--- config.mk ---
export PLATFORM = sky130hd
export DESIGN_NAME = seq_gen
export DESIGN_NICKNAME = d
export VERILOG_FILES = /design/src/rtl/seq_gen.sv
export SDC_FILE = /design/constraint.sdc
export NUM_CORES = 1
export LEC_CHECK = 0
export ABC_CLOCK_PERIOD_IN_PS = 3200
export CAP_MARGIN = 0
export CORE_MARGIN = 10
export CORE_UTILIZATION = 54
export CTS_CLUSTER_DIAMETER = 200
export DETAILED_ROUTE_END_ITERATION = 12
export PLACE_DENSITY = 0.83
export REMOVE_ABC_BUFFERS = 1
export SYNTH_ARGS = -nofsm -noshare
export SYNTH_HDL_FRONTEND = slang
export SYNTH_SLANG_ARGS = --single-unit
--- constraint.sdc ---
create_clock -name clk -period 3.2 [get_ports clk]
set_input_delay 0.8 -clock clk [delete_from_list [all_inputs] [get_ports clk]]
set_output_delay 0.8 -clock clk [all_outputs]
set_load 0.02 [all_outputs]
--- src/rtl/seq_gen.sv ---
// seq_gen: round-based BCD sequence generator.
// A free-running 16-bit Fibonacci LFSR supplies one digit per GEN cycle.
// Each accepted en_gen starts a new round whose sequence length is
// min(round+2, 8). The finished sequence is flagged by a one-cycle seq_ready.
// Optional feature: define SEQ_NO_REPEAT_EN to forbid equal adjacent digits.
// Handshake: en_gen is a request sampled only in IDLE; requests seen in
// GEN or READY are dropped. seq_ready is a single-cycle valid with no ready;
// answer_seq/seq_len stay stable from seq_ready until the next accepted request.
module seq_gen #(
  parameter logic [15:0] SEED = 16'hACE1
) (
  input  logic        clk,
  input  logic        rst,
  input  logic        en_gen,
  output logic [31:0] answer_seq,
  output logic        seq_ready,
  output logic [2:0]  current_round,
  output logic [3:0]  seq_len,
  output logic [1:0]  dbg_state
);

  typedef enum logic [1:0] {
    S_IDLE  = 2'd0,
    S_GEN   = 2'd1,
    S_READY = 2'd2
  } state_t;

  state_t      state_q, state_d;
  logic [15:0] lfsr_q, lfsr_d;
  logic [31:0] ans_q, ans_d;
  logic        ready_q, ready_d;
  logic [2:0]  round_q, round_d;
  logic [3:0]  len_q, len_d;
  logic [3:0]  cnt_q, cnt_d;

  logic        lfsr_fb;
  logic [3:0]  raw_digit;
  logic [3:0]  digit;
  logic [3:0]  len_calc;

  // LFSR feedback and digit formation (values 10..15 fold down to 4..9)
  always_comb begin
    lfsr_fb   = lfsr_q[15] ^ lfsr_q[13] ^ lfsr_q[12] ^ lfsr_q[10];
    raw_digit = (lfsr_q[3:0] < 4'd10) ? lfsr_q[3:0] : (lfsr_q[3:0] - 4'd6);
    digit     = raw_digit;
`ifdef SEQ_NO_REPEAT_EN
    // the previous digit of this sequence sits in the low nibble
    if ((cnt_q != 4'd0) && (raw_digit == ans_q[3:0])) begin
      digit = (raw_digit == 4'd9) ? 4'd0 : (raw_digit + 4'd1);
    end
`endif
  end

  // Next-state and datapath decode
  always_comb begin
    state_d  = state_q;
    lfsr_d   = {lfsr_q[14:0], lfsr_fb};
    ans_d    = ans_q;
    ready_d  = 1'b0;
    round_d  = round_q;
    len_d    = len_q;
    cnt_d    = cnt_q;
    len_calc = 4'd0;
    case (state_q)
      S_IDLE: begin
        if (en_gen) begin
          round_d  = (round_q == 3'd7) ? 3'd7 : (round_q + 3'd1);
          len_calc = {1'b0, round_d} + 4'd2;
          len_d    = (len_calc > 4'd8) ? 4'd8 : len_calc;
          ans_d    = 32'd0;
          cnt_d    = 4'd0;
          state_d  = S_GEN;
        end
      end
      S_GEN: begin
        ans_d = {ans_q[27:0], digit};
        cnt_d = cnt_q + 4'd1;
        if ((cnt_q + 4'd1) == len_q) begin
          state_d = S_READY;
          ready_d = 1'b1;
        end
      end
      S_READY: begin
        state_d = S_IDLE;
      end
      default: begin
        state_d = S_IDLE;
      end
    endcase
  end

  // State and datapath registers
  always_ff @(posedge clk or posedge rst) begin
    if (rst) begin
      state_q <= S_IDLE;
      lfsr_q  <= SEED;
      ans_q   <= 32'd0;
      ready_q <= 1'b0;
      round_q <= 3'd0;
      len_q   <= 4'd0;
      cnt_q   <= 4'd0;
    end else begin
      state_q <= state_d;
      lfsr_q  <= lfsr_d;
      ans_q   <= ans_d;
      ready_q <= ready_d;
      round_q <= round_d;
      len_q   <= len_d;
      cnt_q   <= cnt_d;
    end
  end

  assign answer_seq    = ans_q;
  assign seq_ready     = ready_q;
  assign current_round = round_q;
  assign seq_len       = len_q;
  assign dbg_state     = state_q;

endmodule
* Word level (Yosys, flattened, before mapping)
Index checks and enable logic that the tools add are counted.
Storage, ports and cells: input port bits 3, logic and storage cells 38, register bits 62, output and inout bits 42
Cells by class: eq/ne operators 5, add/subtract/negate cells 4, muxes and demuxes 12, magnitude comparators 2, bitwise gates (word level) 3, reduce and logical (&&, ||, !) cells 5
Operator list (number):
- $pmux 32 s2 | 1
- $mux 32 | 1
- $mux 4 | 3
- $pmux 4 s2 | 1
- $reduce_and 2->1 | 3
- $add 3x2->4 const B | 1
- $add 4x1->4 const B | 1
- $eq 4x4->1 | 1
- $gt 4x4->1 const B | 1
- $lt 4x4->1 const B | 1
- $mux 2 | 2
- $ne 2x2->1 const B | 2
- $pmux 2 s2 | 1
- $sub 4x3->4 const B | 1
- $add 3x1->3 const B | 1
- $eq 3x3->1 const B | 1
- $mux 3 | 1
- $xor 1x1->1 | 3
- $eq 2x1->1 const B | 1
- $logic_not 2->1 | 1
- $mux 1 | 2
- $reduce_bool 2->1 | 1

* Longest topological paths before layout
Gate-level depths: netlist (run 1).
depth after elaboration 5, mapped depth 6, mapped depth without buffers 6

* Worst setup path after synthesis (run 1)
Ideal clock, no wire load.
path kind register -> register, start point register round_q[0], in the netlist current_round[0], end point register len_q[1], in the netlist seq_len[1], library setup time 135 ps, slack 1516 ps, cell stages (with the launch flop) 6, data arrival time 1549 ps, required time 3065 ps, path buffers 0, clock period less this slack 1684 ps, path through dfrtp_1 ha_1 or2_2 ha_1 a21boi_0 o21ai_0
On the way: longest elaborated chain between the ends 5, elaborated cells between the ends (all ways) 6, classes of those cells add/sub: 2; order compare: 1; eq/ne: 1; mux: 2
Ends and longest elaborated chain:
- from (decl) | RTL line 32 | logic [2:0] round_q, round_d;
- from (signal assigned) | RTL line 107 | round_q <= round_d;
- $add 3x1->3 or $eq 3x3->1 (tied branches) | RTL line 67 | round_d = (round_q == 3'd7) ? 3'd7 : (round_q + 3'd1);
- $mux 3 * | RTL line 67
- $add 3x2->4 * | RTL line 68 | len_calc = {1'b0, round_d} + 4'd2;
- $gt 4x4->1 | RTL line 69 | len_d = (len_calc > 4'd8) ? 4'd8 : len_calc;
- $mux 4 * | RTL line 69
- to (signal assigned) | RTL line 108 | len_q <= len_d;
- to (decl) | RTL line 33 | logic [3:0] len_q, len_d;
Every way passes the cells marked *; elsewhere a longest branch is shown, timed or not. A chain may end at the register's enable or synchronous reset.

* Worst setup path after layout (run 1)
start point register round_q[0], in the netlist current_round[0], end point output current_round[0]
RTL lines:
- to (decl) | RTL line 17 | output logic [2:0] current_round,
No word-level cell between the ends.

==> results of run 1 <==
## how the worst max path moves through the flow
stage,from,endpoint,slack [ns],cells past startpoint
4_1_cts,current_round[0],current_round[0],0.96,1
2_1_floorplan,rst,answer_seq[0],0.87,1
3_5_place_dp,en_gen,current_round[1],1.01,4
5_1_grt,current_round[0],current_round[0],0.93,1
6_report,current_round[0],current_round[0],0.99,1
3_3_place_gp,en_gen,seq_len[0],1.06,3
## layer usage
metal | track usage [%] | part of all wire, %
met5 | 0 | 0
met2 | 23.9 | 51
met3 | 5.77 | 5.8
met1 | 16.9 | 42
met4 | 7.19 | 2.0
## flip-flops by register name, summed over array words and instances, names as in the netlist
register / count
current_round: 3
cnt_q: 4
lfsr_q: 16
seq_len: 4
seq_ready: 1
dbg_state: 2
answer_seq: 32
## where the power goes
part / internal, mW / switching (mW) / total (mW)
sequential: 0.859 / 0.0859 / 0.945
clock: 0.275 / 0.272 / 0.546
combinational: 0.272 / 0.381 / 0.653
## cell usage in the layout, fill, tap and decap left out, types with 2 or more instances in the layout
cell type,count
nand3_1,2
nor3b_1,2
xor2_1,3
xnor2_1,7
nand2_1,14
a21boi_0,2
buf_4,4
clkdlybuf4s50_1,44
clkbuf_1,4
o21ai_0,6
inv_1,2
clkbuf_8,9
a22o_1,32
dfrtp_1,54
ha_1,6
dfstp_2,8
clkinv_2,2
and4_1,2
## through the flow
step / instance area [um^2] / worst slack, ns / util, % / instances
final: 2960 / 0.987 / 72.3 / 268
after global routing: 2960 / 0.934 / 72.3 / 268
after CTS: 2960 / 0.959 / 72.3 / 268
after detailed placement: 2810 / 1.01 / 68.7 / 253
after global placement: 2810 / 1.06 / 68.7 / 253
after floorplan: 2270 / 0.872 / - / 155
## cells by family after synthesis
| family | after synthesis | share of synthesized area (%) |
|---|---|---|
| AO/OA/AOI/OAI | 47 | 16.7 |
| XOR/XNOR | 10 | 3.77 |
| adder cells (fa/ha/maj) | 6 | 3.23 |
| buffers and inverters | 11 | 2.64 |
| flip-flops | 62 | 67.2 |
| multiplexers | 2 | 0.915 |
| AND/OR/NAND/NOR | 25 | 5.55 |
## final cells by class
class / instances / area share (%)
inverter: 3 / 0.381
sequential: 62 / 52.8
timing repair buffer: 48 / 15.9
tap: 50 / 2.12
clock buffer: 13 / 4.70
clock inverter: 2 / 0.339
multi-input combinational: 90 / 23.7
==> impl_metrics.py, run 1 <==
metrics = {
    "outcome": {
        "outcome": "finished clean",
    },
    "min_path": {
        "hold_start": "lfsr_q[8]",
        "hold_path_end": "lfsr_q[9]",
        "hold_depth": 0,
        "hold_path_class": "flop to flop",
    },
    "clocking": {
        "clock_sinks": 62,
        "root_buffer": "clkbuf_8",
        "post_cts_buffers": 0,
        "cts_tree": "done",
        "cts_buffers": 9,
        "clk_latency_ns": 0.34,
        "clk_path_buf_depth": 2,
        "post_cts_resized": 0,
        "cts_hold_buf": 0,
        "htree_levels": 3,
        "clk_pin_slew_ns": 0.06,
    },
    "critical_path": {
        "r2r_start": "current_round[0]",
        "max_stage_delay_ns": 0.64,
        "crit_family": "buffers and inverters",
        "reg2reg_depth": 5,
        "endpoint_kind": "output pin",
        "path_cells": "clkdlybuf4s50_1",
        "reg2reg_slack_ns": 1.45,
        "critPathRequiredTime_ns": 2.40,
        "r2r_end": "seq_len[1]",
        "crit_type": "flop to output pin",
        "path_buf_inv": 1,
        "path_max_fanout": 5,
        "cp-start-kind": "flop",
        "crit_slowest_cell": "clkdlybuf4s50_1",
        "cp.arrival_ns": 1.41,
    },
    "detailed_routing": {
        "drtAntennaViolNets": 0,
        "drc": 0,
        "num_vias": 1552,
        "dr.pass1.iters": 4,
        "drtIter0Drc": 168,
        "drt-wirelength-per-cell_um": 19.1,
        "vias_per_cell": 5.79,
        "finalWirelength_mm": 5.11,
    },
    "floorplan": {
        "start_util_pct": 56.9,
        "die_x_um": 85.6,
        "die_h_um": 85.6,
        "rows": 23,
        "io_pins": 45,
        "die-area_mm2": 0.00733,
        "coreArea_mm2": 0.00409,
    },
    "cells_and_area": {
        "antenna_cells": 0,
        "fillers": 274,
        "area_growth_pct": 27.2,
        "drive_above_1_share_pct": 13.3,
        "multi_input_area_um2": 701,
        "regArea_mm2": 0.00156,
        "fin_nets": 223,
    },
    "logic_synthesis": {
        "synth_most_common_cell": "dfrtp_1",
        "ys_async_sr_fraction_pct": 100,
        "netlist_area_mm2": 0.00232,
        "yosys.area.top_type_share_pct": 58.2,
        "synth_cells": 163,
        "synth_area_leader_cell": "dfrtp_1",
        "synth_edf_count": 0,
        "synthTopCellsByCount": "dfrtp_1 (54), a22o_1 (32), nand2_1 (14)",
        "ys_ff_latch": 62,
        "yosysWarningCount": 0,
        "ys.flop_type": "dfrtp_1",
        "ys_seq_area_share_pct": 67.2,
        "synthTopCellsByArea": "dfrtp_1 (58%), a22o_1 (12%), dfstp_2 (9.0%), ha_1 (3.2%), xnor2_1 (2.6%)",
        "synth_cell_types": 31,
        "synth_area_per_cell_um2": 14.3,
    },
    "timing": {
        "fmax_mhz": 452,
        "drv_slew": 0,
        "setup_tns_ns": 0,
        "finClkSkew_ns": 0.00924,
        "setup_viol_count_final": 0,
        "hold-worst-slack_ns": 0.348,
        "rsz0062_at_grt": "false",
        "worstMarginPinSlew_ns": 0.570,
        "maxSlewHeadroom_pct": 62.0,
        "period_share_pct": 69.2,
        "final_hold_viol_count": 0,
        "fin_crit_ns": 2.21,
    },
    "global_route": {
        "antenna_found_initial": 0,
        "grt_max_degree": 38,
        "grt_pass1_vias": 1631,
        "grt_overflow": 0,
        "grt_pass1_wl_mm": 8.53,
        "grt.total_usage_pct": 14.8,
    },
    "pwr": {
        "p_leak_nw": 1.36,
        "power_density_mw_per_mm2": 726,
        "vdd_ir_drop_max_mv": 0.397,
        "power_mw": 2.14,
    },
    "place": {
        "numPortBuffers": 44,
        "place_hpwl_mm": 3.49,
        "place_congestion": 0.738,
    },
    "job": {
        "cap_violations": 0,
    },
}
(Power assumes the default switching activity.)
==> inputs of run 2 (changes only) <==
Settings changed: ABC_CLOCK_PERIOD_IN_PS 3200 to 2090, CORE_UTILIZATION 54 to 51, PLACE_DENSITY 0.83 to 0.79.
Clock period 3.2 ns to 2.09 ns, I/O delays scaled along.
==> run 2 against run 1 <==
Effect of this change: highest routed layer unchanged; power increased by 67%; utilization decreased by 2.9 points; register-to-register slack got worse by 1.1 ns; final area increased by 3.0%; global-route usage decreased by 1.5 points; die area increased by 4.5%; critical endpoint unchanged; combinational power increased by 55%.
==> impl_metrics.py, run 2 (synthesized netlist as in run 1, its figures left out) <==
metrics = {
    "clocking": {
        "cts_tree": "done",
        "cts_buffers": 9,
        "post_cts_buffers": 0,
        "clk_path_buf_depth": 2,
        "cts_hold_buf": 0,
        "clk_latency_ns": 0.34,
        "clk_pin_slew_ns": 0.06,
        "root_buffer": "clkbuf_8",
        "htree_levels": 3,
        "post_cts_resized": 0,
        "clock_sinks": 62,
    },
    "timing": {
        "finClkSkew_ns": 0.00792,
        "maxSlewHeadroom_pct": 74.5,
        "rsz0062_at_grt": "false",
        "worstMarginPinSlew_ns": 0.383,
        "fin_crit_ns": 1.93,
        "setup_tns_ns": 0,
        "setup_viol_count_final": 0,
        "period_share_pct": 92.3,
        "drv_slew": 0,
        "final_hold_viol_count": 0,
        "fmax_mhz": 519,
    },
    "detailed_routing": {
        "drc": 0,
        "drtAntennaViolNets": 0,
        "drt-wirelength-per-cell_um": 17.6,
        "dr.pass1.iters": 4,
        "drtIter0Drc": 134,
        "num_vias": 1515,
        "vias_per_cell": 5.57,
        "finalWirelength_mm": 4.80,
    },
    "global_route": {
        "grt.total_usage_pct": 13.4,
        "grt_pass1_vias": 1516,
        "grt_max_degree": 63,
        "grt_pass1_wl_mm": 7.85,
        "grt_overflow": 0,
        "antenna_found_initial": 0,
    },
    "floorplan": {
        "start_util_pct": 53.0,
        "coreArea_mm2": 0.00438,
        "die_x_um": 87.5,
        "io_pins": 45,
        "die_h_um": 87.5,
        "die-area_mm2": 0.00766,
        "rows": 24,
    },
    "critical_path": {
        "crit_slowest_cell": "clkdlybuf4s50_1",
        "path_max_fanout": 5,
        "crit_family": "buffers and inverters",
        "cp-startpoint": "current_round[0]",
        "path_cells": "clkdlybuf4s50_1",
        "r2r_start": "current_round[0]",
        "critPathRequiredTime_ns": 1.57,
        "cp.arrival_ns": 1.41,
        "max_stage_delay_ns": 0.65,
        "crit_type": "flop to output pin",
        "path_buf_inv": 1,
        "endpoint_kind": "output pin",
        "cp-start-kind": "flop",
    },
    "pwr": {
        "p_seq_share_pct": 40.2,
        "vdd_ir_drop_max_mv": 0.650,
        "switchingPower_mw": 1.14,
        "p_leak_nw": 1.40,
        "p_int_mw": 2.44,
        "swShare_pct": 31.8,
        "comb_power_share_pct": 28.2,
        "power_density_mw_per_mm2": 1180,
        "power_frac_clock_pct": 31.6,
    },
    "min_path": {
        "hold_start": "lfsr_q[8]",
        "hold_path_class": "flop to flop",
    },
    "cells_and_area": {
        "largest_register_ffs": 32,
        "drive_above_1_share_pct": 15.0,
        "antenna_cells": 0,
        "post-route-util_pct": 69.4,
        "area_growth_pct": 31.0,
        "final_cell_mix": "dfrtp_1 (54), clkdlybuf4s50_1 (44), a22o_1 (32)",
        "fin_nets": 224,
        "final_common_cell": "dfrtp_1",
    },
    "job": {
        "cap_violations": 0,
    },
    "place": {
        "numPortBuffers": 44,
        "place_hpwl_mm": 3.23,
        "place_congestion": 0.791,
    },
    "outcome": {
        "outcome": "finished clean",
    },
}
-- run 2: changes by cell type in the layout (fill, tap and decap cells not counted), sizes merged --
| cell | delta |
|---|---|
| buf | +1 |
| bufinv | +2 |
| clkbuf | -1 |
-- run 2: power by group through the flow --
| stage | combinational (mW) | clock, mW | sequential (mW) |
|---|---|---|---|
| after CTS | 1.02 | 1.17 | 1.44 |
| final | 1.01 | 1.13 | 1.44 |
| after detailed placement | 1.00 | 0 | 1.46 |
| after floorplan | 0.570 | 0 | 1.52 |
| after global placement | 0.950 | 0 | 1.45 |
| after global routing | 1.10 | 1.23 | 1.46 |
-- run 2: area by class of cell --
class                           count  area, um^2
Clock buffer                       12         145
Clock inverter                      4        70.1
Fill cell                         296        1340
Inverter                            3        11.3
Multi-Input combinational cell     90         701
Sequential cell                    62        1560
Tap cell                           52        65.1
Timing Repair Buffer               49         490
-- run 2: metrics by stage --
stage	power, mW	setup WS (ns)	instance area [um^2]	hold WS [ns]	cells
3_3_place_gp	2.40	0.232	2830	0.337	256
6_report	3.58	0.161	3040	0.351	272
2_1_floorplan	2.09	0.0393	2270	0.331	155
3_5_place_dp	2.46	0.204	2830	0.338	256
5_1_grt	3.79	0.0996	3040	0.363	272
4_1_cts	3.62	0.137	3040	0.357	272
-- run 2: worst paths after layout --
| path | end | slack, ns | depth (start not counted) |
|---|---|---|---|
| min in group asynchronous | cnt_q[1] | 0.56 | 3 |
| max in group asynchronous | lfsr_q[15] | 1.24 | 3 |
| hold / removal | lfsr_q[9] | 0.35 | 0 |
| setup reg to reg | seq_len[1] | 0.37 | 5 |
| setup / recovery | current_round[0] | 0.16 | 1 |
| hold reg to reg | lfsr_q[9] | 0.35 | 0 |
-- run 2: per-layer routing --
layer	global-route usage, %	up-vias	routed length, um
li1	-	691	-
met1	16.3	780	2020
met2	19.4	37	2320
met3	7.02	7	400
met4	5.22	0	55
met5	0	-	0
